==> src/rtl/receiver.sv <==
// Receiver front-end of a switch node: arbitrates among the neighbour and
// local ports round-robin, copies the granted flit into the switch queue and
// acknowledges the sender.
//
// Handshake: a sender raises wr_ready_in[p] with its flit on data_i slice p.
// Once granted, mem_wr pulses for one cycle with the flit on mem_data, and
// r_ready_out[p] rises. r_ready_out[p] stays high until the sender drops
// wr_ready_in[p]. Only an exact 1 on wr_ready_in counts as a request.
module receiver #(
    parameter int DATA_SIZE = 32,
    parameter int ADDR_SIZE = 4,
    parameter int PORTS_NUM = 4
) (
    input  logic                                                  clk,
    input  logic                                                  a_rst_n,
    input  logic [PORTS_NUM:0]                                    wr_ready_in,
    input  logic [(DATA_SIZE+ADDR_SIZE+1)*(PORTS_NUM+1)-1:0]      data_i,
    input  logic                                                  mem_full,
    output logic [PORTS_NUM:0]                                    r_ready_out,
    output logic                                                  mem_wr,
    output logic [DATA_SIZE+ADDR_SIZE:0]                          mem_data,
    output logic [15:0]                                           rx_count
);

    localparam int BUS_SIZE = DATA_SIZE + ADDR_SIZE + 1;
    localparam int NP       = PORTS_NUM + 1;
    localparam int GW       = (NP > 1) ? $clog2(NP) : 1;

    typedef enum logic [1:0] {
        IDLE  = 2'd0,
        WRITE = 2'd1,
        ACK   = 2'd2
    } state_t;

    state_t              state;
    logic [GW-1:0]       grant;
    logic [GW-1:0]       last_grant;

    logic                found;
    logic [GW-1:0]       pick;
    logic [GW-1:0]       cand;
    logic [BUS_SIZE-1:0] pick_data;

    // Round-robin search starting one past the last served port, wrapping to 0.
    always_comb begin
        found = 1'b0;
        pick  = '0;
        cand  = '0;
        for (int i = 1; i <= NP; i++) begin
            cand = GW'((int'(last_grant) + i) % NP);
            if (!found && (wr_ready_in[cand] == 1'b1)) begin
                found = 1'b1;
                pick  = cand;
            end
        end
    end

    // Flit slice of the port that would be granted this cycle.
    always_comb begin
        pick_data = '0;
        for (int p = 0; p < NP; p++) begin
            if (pick == GW'(p)) begin
                pick_data = data_i[p*BUS_SIZE +: BUS_SIZE];
            end
        end
    end

    // Transfer FSM; all outputs registered so they line up with the state.
    always_ff @(posedge clk or negedge a_rst_n) begin
        if (!a_rst_n) begin
            state       <= IDLE;
            grant       <= '0;
            last_grant  <= GW'(PORTS_NUM);
            r_ready_out <= '0;
            mem_wr      <= 1'b0;
            mem_data    <= '0;
            rx_count    <= 16'd0;
        end else begin
            case (state)
                IDLE: begin
                    mem_wr <= 1'b0;
                    if (!mem_full && found) begin
                        // Entering WRITE: strobe, acknowledge and count together.
                        grant       <= pick;
                        mem_data    <= pick_data;
                        mem_wr      <= 1'b1;
                        r_ready_out <= {{PORTS_NUM{1'b0}}, 1'b1} << pick;
                        rx_count    <= rx_count + 16'd1;
                        state       <= WRITE;
                    end
                end
                WRITE: begin
                    // The write is already committed; mem_full is not consulted.
                    mem_wr <= 1'b0;
                    state  <= ACK;
                end
                ACK: begin
                    mem_wr <= 1'b0;
                    if (wr_ready_in[grant] == 1'b0) begin
                        r_ready_out <= '0;
                        last_grant  <= grant;
                        state       <= IDLE;
                    end
                end
                default: begin
                    mem_wr      <= 1'b0;
                    r_ready_out <= '0;
                    state       <= IDLE;
                end
            endcase
        end
    end

endmodule

==> config.mk <==
export PLATFORM = sky130hd
export DESIGN_NAME = receiver
export DESIGN_NICKNAME = d
export VERILOG_FILES = /design/src/rtl/receiver.sv
export SDC_FILE = /design/constraint.sdc
export NUM_CORES = 1
export LEC_CHECK = 0
export ABC_AREA = 0
export BUFFER_PORTS_ARGS = -buffer_cell sky130_fd_sc_hd__clkbuf_2
export CAP_MARGIN = 20
export CORE_ASPECT_RATIO = 1.4
export CORE_MARGIN = 2
export CORE_UTILIZATION = 48
export CTS_CLUSTER_SIZE = 8
export DETAILED_ROUTE_END_ITERATION = 10
export PLACE_DENSITY = 0.82
export SLEW_MARGIN = 20
export SYNTH_ARGS = -nofsm -noshare
export SYNTH_HDL_FRONTEND = slang
export SYNTH_SLANG_ARGS = --single-unit
==> constraint.sdc <==
create_clock -name clk -period 5.85 [get_ports clk]
set_clock_uncertainty 0.1 [all_clocks]
set_input_delay 0.585 -clock clk [delete_from_list [all_inputs] [get_ports clk]]
set_output_delay 0.585 -clock clk [all_outputs]
set_load 0.02 [all_outputs]
Word level (Yosys, flattened, before mapping)
Cells that the tools add are included.
- input bits: 193
- logic and storage cells: 86
- register bits: 67
- output and inout bits: 59
- reductions and logical operators: 16
- shift operators: 1
- divide/modulo/power cells: 5
- add/sub/neg operators: 6
- bitwise logic cells: 2
- muxes and demuxes: 35
- magnitude comparators: 6
- eq/ne operators: 8
- operator list (kind ; count):
    37-bit two-way mux ; 5
    32-bit by 4-bit modulo with 32-bit output (second input constant) ; 5
    3-bit by 4-bit < comparator with 1-bit output (second input constant) ; 6
    1-bit binary-select mux with 3-bit select ; 6
    16-bit by 1-bit adder with 16-bit output (second input constant) ; 1
    3-bit two-way mux ; 5
    5-bit case mux with 3 select lines ; 1
    1-bit two-way mux ; 13
    5-bit two-way mux ; 2
    3-bit by 2-bit adder with 4-bit output (second input constant) ; 2
    3-bit by 3-bit adder with 4-bit output (second input constant) ; 2
    3-bit by 2-bit == test with 1-bit output (second input constant) ; 2
    2-bit case mux with 3 select lines ; 1
    2-bit AND reduction ; 3
    1-bit logical AND ; 5
    1-bit logical NOT ; 5
    1-bit by 3-bit << shifter with 5-bit output (first input constant) ; 1
    3-bit by 1-bit adder with 4-bit output (second input constant) ; 1
    2-bit two-way mux ; 2
    2-bit != test (second input constant) ; 2
    3-bit by 1-bit == test with 1-bit output (second input constant) ; 1
    3-bit == test (second input constant) ; 1
    3-bit logical NOT ; 1
    3-bit AND reduction ; 1
    4 further kinds ; 5

Logic depth before layout (Yosys ltp)
- word-level depth: 23
- depth in mapped cells: 24
- depth with buffers taken out: 19

Worst setup path after synthesis
Ideal clock, no wire load.
- path type: register to register
- start: reg last_grant[0]
- end: reg mem_data[0]
- slack: 455 ps
- arrival time: 5154 ps
- period minus slack after synthesis: 5395 ps
- data required time: 5609 ps
- stages on the path, launching flop included: 23
- buffers on the path: 7
- setup time: 141 ps
- cells stage by stage: dfrtp_1 -> buf_2 -> clkbuf_1 -> inv_1 -> clkbuf_1 -> ha_1 -> buf_2 -> buf_1 -> nand2_1 -> ha_1 -> nor3b_1 -> a211oi_1 -> o31a_1 -> nor4_2 -> o21ba_2 -> or4b_1 -> a21oi_1 -> a211o_1 -> buf_4 -> buf_2 -> mux2i_1 -> a2bb2oi_1 -> a31oi_1
- word-level cells in the longest chain between the ends: 23
- elaborated cells on any way between the ends: 50
- classes of those cells: 5 x add/sub; 5 x div; 4 x eq/ne; 25 x mux; 11 x reduce/logical
- RTL lines (item ; RTL line ; RTL):
    start: declaration ; 37 ; logic [GW-1:0] last_grant;
    start signal: assignment ; 73 ; last_grant <= GW'(PORTS_NUM);
    start signal: assignment ; 101 ; last_grant <= grant;
    3-bit by 1-bit adder with 4-bit output ; 50 ; cand = GW'((int'(last_grant) + i) % NP);
    32-bit by 4-bit modulo with 32-bit output ; 50 ;
    1-bit binary-select mux with 3-bit select ; 51 ; if (!found && (wr_ready_in[cand] == 1'b1)) begin
    1-bit two-way mux (not written as such) ; 51 ;
    1-bit two-way mux ; 51 ;
    1-bit logical NOT ; 51 ;
    1-bit logical AND ; 51 ;
    1-bit two-way mux ; 51 ;
    (+3 left out) ; - ;
    1-bit logical NOT ; 51 ;
    1-bit logical AND ; 51 ;
    1-bit two-way mux ; 51 ;
    1-bit logical NOT ; 51 ;
    1-bit logical AND ; 51 ;
    3-bit two-way mux ; 51 ;
    3-bit logical NOT ; 62 ; if (pick == GW'(p)) begin
    37-bit two-way mux (5 in a row) ; 62 ;
    end signal: assignment ; 85 ; mem_data <= pick_data;
    end: declaration ; 21 ; output logic [DATA_SIZE+ADDR_SIZE:0] mem_data,
Parallel ways exist; a longest one is shown, timed or not. The select of a mux whose other input is x is not followed.
A chain may end at the register's enable or synchronous reset.

Worst setup path after layout
- start: reg last_grant[0]
- end: reg mem_data[12]
Same word-level chain as after synthesis.

==> impl_metrics.prom <==
# TYPE chip_impl_metric gauge
chip_impl_info{name="status",value="finished clean"} 1
chip_impl_metric{name="fin_crit",unit="ns"} 5.50
chip_impl_metric{name="fin_setup_tns",unit="ns"} 0
chip_impl_metric{name="ys.warnings.count",unit=""} 0
chip_impl_metric{name="floorplan.initialDensity",unit="%"} 48.7
chip_impl_metric{name="global_route.usage.total",unit="%"} 31.6
chip_impl_metric{name="die_width",unit="um"} 94.5
chip_impl_metric{name="post_cts_hold_buffer_count",unit=""} 0
chip_impl_metric{name="nets",unit=""} 1077
chip_impl_metric{name="finalWirelength",unit="um"} 19800
chip_impl_metric{name="port_buffers",unit=""} 251
chip_impl_metric{name="ys_async_sr_fraction",unit="%"} 100
chip_impl_metric{name="clk_transition_reported_paths",unit="ns"} 0.06
chip_impl_info{name="crit_path_cell_trace",value="inv_1 -> ha_1 -> a21oi_1 -> xnor2_1 -> inv_1 -> ha_1 -> mux2_2 -> nor2b_1 -> o2bb2ai_1 -> a211oi_1 -> o31ai_1 -> buf_4 -> nand2_1 -> nor3b_2 -> a211o_2 -> buf_4 -> mux2i_1 -> a2bb2oi_1 -> a31oi_1"} 1
chip_impl_metric{name="first_global_vias",unit=""} 5977
chip_impl_metric{name="vias",unit=""} 6073
chip_impl_metric{name="critical-path-max-stage-delay",unit="ns"} 0.52
chip_impl_metric{name="dieArea",unit="um^2"} 12300
chip_impl_info{name="yosys.area.top_type",value="sky130_fd_sc_hd__dfrtp_1"} 1
chip_impl_metric{name="worst-slew-pin-transition",unit="ns"} 0.869
chip_impl_metric{name="depth_of_the_most_critical_reg_to_reg_path",unit=""} 19
chip_impl_info{name="worst_path_max_delay_cell",value="sky130_fd_sc_hd__ha_1"} 1
chip_impl_metric{name="cts_made_buffers",unit=""} 9
chip_impl_metric{name="layout-drive-gt1-share",unit="%"} 36.2
chip_impl_metric{name="timing.critical_path.fanout_max",unit=""} 16
chip_impl_metric{name="synth_edf_count",unit=""} 0
chip_impl_metric{name="boundaryPins",unit=""} 252
chip_impl_metric{name="drt_pass1_iterations",unit=""} 5
chip_impl_info{name="end_kind",value="register"} 1
chip_impl_metric{name="slew-limit-headroom",unit="%"} 42.1
chip_impl_metric{name="place.detailed.hpwl",unit="um"} 15300
chip_impl_info{name="post-synth-top-count-cell",value="sky130_fd_sc_hd__nand2_1"} 1
chip_impl_metric{name="hold_viol",unit=""} 0
chip_impl_info{name="rr_endpoint",value="mem_data[12]"} 1
chip_impl_metric{name="grt_max_degree",unit=""} 68
chip_impl_metric{name="grt_pass1_wl",unit="um"} 30100
chip_impl_metric{name="finalSetupViolations",unit=""} 0
chip_impl_metric{name="gp_congestion",unit=""} 1.02
chip_impl_metric{name="grt_overflow",unit=""} 0
chip_impl_metric{name="synthesis.instances",unit=""} 625
chip_impl_metric{name="worst_ep_arrival_time",unit="ns"} 5.58
chip_impl_metric{name="maxCapViolations",unit=""} 0
chip_impl_metric{name="drt_iter0_drc",unit=""} 345
chip_impl_metric{name="worstPathRequired",unit="ns"} 5.93
chip_impl_info{name="setup.worst_path.start_class",value="register"} 1
chip_impl_metric{name="clock_latency",unit="ns"} 0.32
chip_impl_info{name="grt_setup_unrepaired",value="false"} 1
chip_impl_metric{name="achievable-frequency",unit="MHz"} 182
chip_impl_metric{name="wire_per_inst",unit="um"} 19.5
chip_impl_info{name="start_to_end_type_of_the_worst_setup_path",value="register to register"} 1
chip_impl_metric{name="place_area",unit="um^2"} 6880
chip_impl_metric{name="drt-vias-per-instance",unit=""} 6.00
chip_impl_metric{name="finish.instance_area",unit="um^2"} 7180
chip_impl_metric{name="fin_ws",unit="ns"} 0.346
chip_impl_info{name="synth_area_leaders",value="sky130_fd_sc_hd__dfrtp_1 (30%), sky130_fd_sc_hd__mux2i_1 (8.4%), sky130_fd_sc_hd__a2bb2oi_1 (5.7%)"} 1
chip_impl_metric{name="ctsHtreeMaxLevel",unit=""} 3
chip_impl_metric{name="timing.final.max_slew_violations",unit=""} 0
chip_impl_metric{name="final_util",unit="%"} 63.6
chip_impl_metric{name="tritoncts_sink_count",unit=""} 67
chip_impl_info{name="r2r_start",value="last_grant[0]"} 1
chip_impl_metric{name="core-area",unit="um^2"} 11300
chip_impl_metric{name="cts.path.max_buffers",unit=""} 2
chip_impl_info{name="cts_root_buffer",value="sky130_fd_sc_hd__clkbuf_16"} 1
chip_impl_metric{name="postCtsSetupRepairBufs",unit=""} 0
chip_impl_metric{name="antenna_found_initial",unit=""} 3
chip_impl_info{name="tritoncts_clock_tree",value="done"} 1
chip_impl_info{name="setup.worst_path.start",value="last_grant[0]"} 1
chip_impl_info{name="timing.critical_path.to",value="mem_data[12]"} 1
chip_impl_metric{name="post_synth_num_cell_types",unit=""} 72
chip_impl_metric{name="worst-r2r-setup-slack",unit="ns"} 0.35
chip_impl_metric{name="synth_top_area_share",unit="%"} 30.0
chip_impl_metric{name="postSynthNetCount",unit=""} 840
chip_impl_metric{name="drc",unit=""} 0
chip_impl_metric{name="std_cell_rows",unit=""} 46
chip_impl_metric{name="postSynthRegisterBits",unit=""} 67
chip_impl_info{name="synth.cells.most_frequent",value="sky130_fd_sc_hd__nand2_1 (78), sky130_fd_sc_hd__dfrtp_1 (66), sky130_fd_sc_hd__mux2i_1 (46), sky130_fd_sc_hd__a31oi_1 (39), sky130_fd_sc_hd__o22ai_1 (38)"} 1
chip_impl_info{name="yosys_most_used_dff",value="sky130_fd_sc_hd__dfrtp_1"} 1
chip_impl_metric{name="chipHeight",unit="um"} 131
chip_impl_info{name="worstHoldPathType",value="input pin to asynchronous set/reset pin"} 1
chip_impl_metric{name="area_delta_synth_final",unit="%"} 30.5
chip_impl_metric{name="place_ws",unit="ns"} 0.402
chip_impl_metric{name="detail-route-antenna-nets",unit=""} 0
chip_impl_metric{name="layout_worst_path_cycle_share",unit="%"} 94.1
chip_impl_metric{name="synth_seq_area_share",unit="%"} 30.5
chip_impl_metric{name="syn_area_per_cell",unit="um^2"} 8.80
chip_impl_metric{name="mappedNetlistArea",unit="um^2"} 5500
==> timing repair <==
item	4_1_cts	5_1_grt
endpoints found under the hold margin	0	0
gates resized for setup	0	1
setup endpoints to repair	0	4
==> metal layers <==
layer	GRT usage [%]	up-vias	share of wire, %
li1	-	2839	-
met1	39.1	2864	38
met2	51.6	311	48
met3	9.12	57	10
met4	13.2	2	3.7
met5	0	-	0.086
==> cell families (layout without fill, tap and decap cells) <==
kind of cell	after synthesis	in the layout	share of synthesized area [%]
AOI/OAI and AO/OA	219	219	28.6
DFF	67	67	30.5
xor gates and xnor gates	26	26	4.62
muxes	53	53	10.4
other	0	2	0
buffers and inverters	67	309	5.80
adders and majority gates	22	22	5.01
and+or+nand+nor	171	171	15.1
==> worst min path at each step <==
stage / depth (start not counted) / slack [ns] / endpoint
after global placement: 1 / 0.36 / rx_count[15]
after detailed placement: 1 / 0.38 / rx_count[5]
after global routing: 3 / 0.39 / mem_data[1]
after CTS: 2 / 0.39 / rx_count[14]
final: 2 / 0.35 / mem_wr
after floorplan: 0 / 0.19 / grant[0]
==> critical path, delay by kind of cell (launching register included) <==
kind	cells	cell delay (ns)
compound gates	7	1.33
fa+ha+maj	2	0.92
buf+inv	4	0.99
xor+xnor	1	0.41
simple gates	3	0.48
mux	2	0.62
flops	1	0.49
==> registers in the layout, summed over array words and instances, names as in the netlist <==
| register | count |
|---|---|
| mem_data | 37 |
| mem_wr | 1 |
| rx_count | 16 |
| last_grant | 3 |
| grant | 3 |
| r_ready_out | 5 |
| state | 2 |
==> per-stage QoR <==
stage	instances	hold WS, ns
2_1_floorplan	625	0.189
3_3_place_gp	995	0.361
3_5_place_dp	995	0.379
4_1_cts	1011	0.388
5_1_grt	1011	0.392
6_report	1013	0.349
==> layout by cell type, fill, tap and decap left out, types with 9 or more instances in the layout <==
cell type,count
sky130_fd_sc_hd__nor3_1,12
sky130_fd_sc_hd__clkbuf_2,250
sky130_fd_sc_hd__a21oi_1,14
sky130_fd_sc_hd__nand2_1,78
sky130_fd_sc_hd__o22ai_1,38
sky130_fd_sc_hd__mux2i_1,46
sky130_fd_sc_hd__nand3_1,10
sky130_fd_sc_hd__a2bb2oi_1,36
sky130_fd_sc_hd__a211oi_1,9
sky130_fd_sc_hd__nor2_1,24
sky130_fd_sc_hd__inv_1,17
sky130_fd_sc_hd__ha_1,22
sky130_fd_sc_hd__clkbuf_16,9
sky130_fd_sc_hd__xnor2_1,17
sky130_fd_sc_hd__a31oi_1,39
sky130_fd_sc_hd__dfrtp_1,66
sky130_fd_sc_hd__buf_4,18
sky130_fd_sc_hd__o21ai_0,28
==> cell type report <==
| type | instances | area, um^2 |
|---|---|---|
| fillers | 1028 | 4100 |
| multi-input cells | 491 | 3500 |
| flip-flops and latches | 67 | 1680 |
| repair buffers | 272 | 1440 |
| clock buffers | 11 | 253 |
| well taps | 144 | 180 |
| inverters | 21 | 78.8 |
| clock inverters | 5 | 36.3 |
| diodes | 2 | 5.00 |
Power is left out: the tool's default activity adds up to more than one toggle a clock period on the data nets, which glitch-free logic cannot reach.
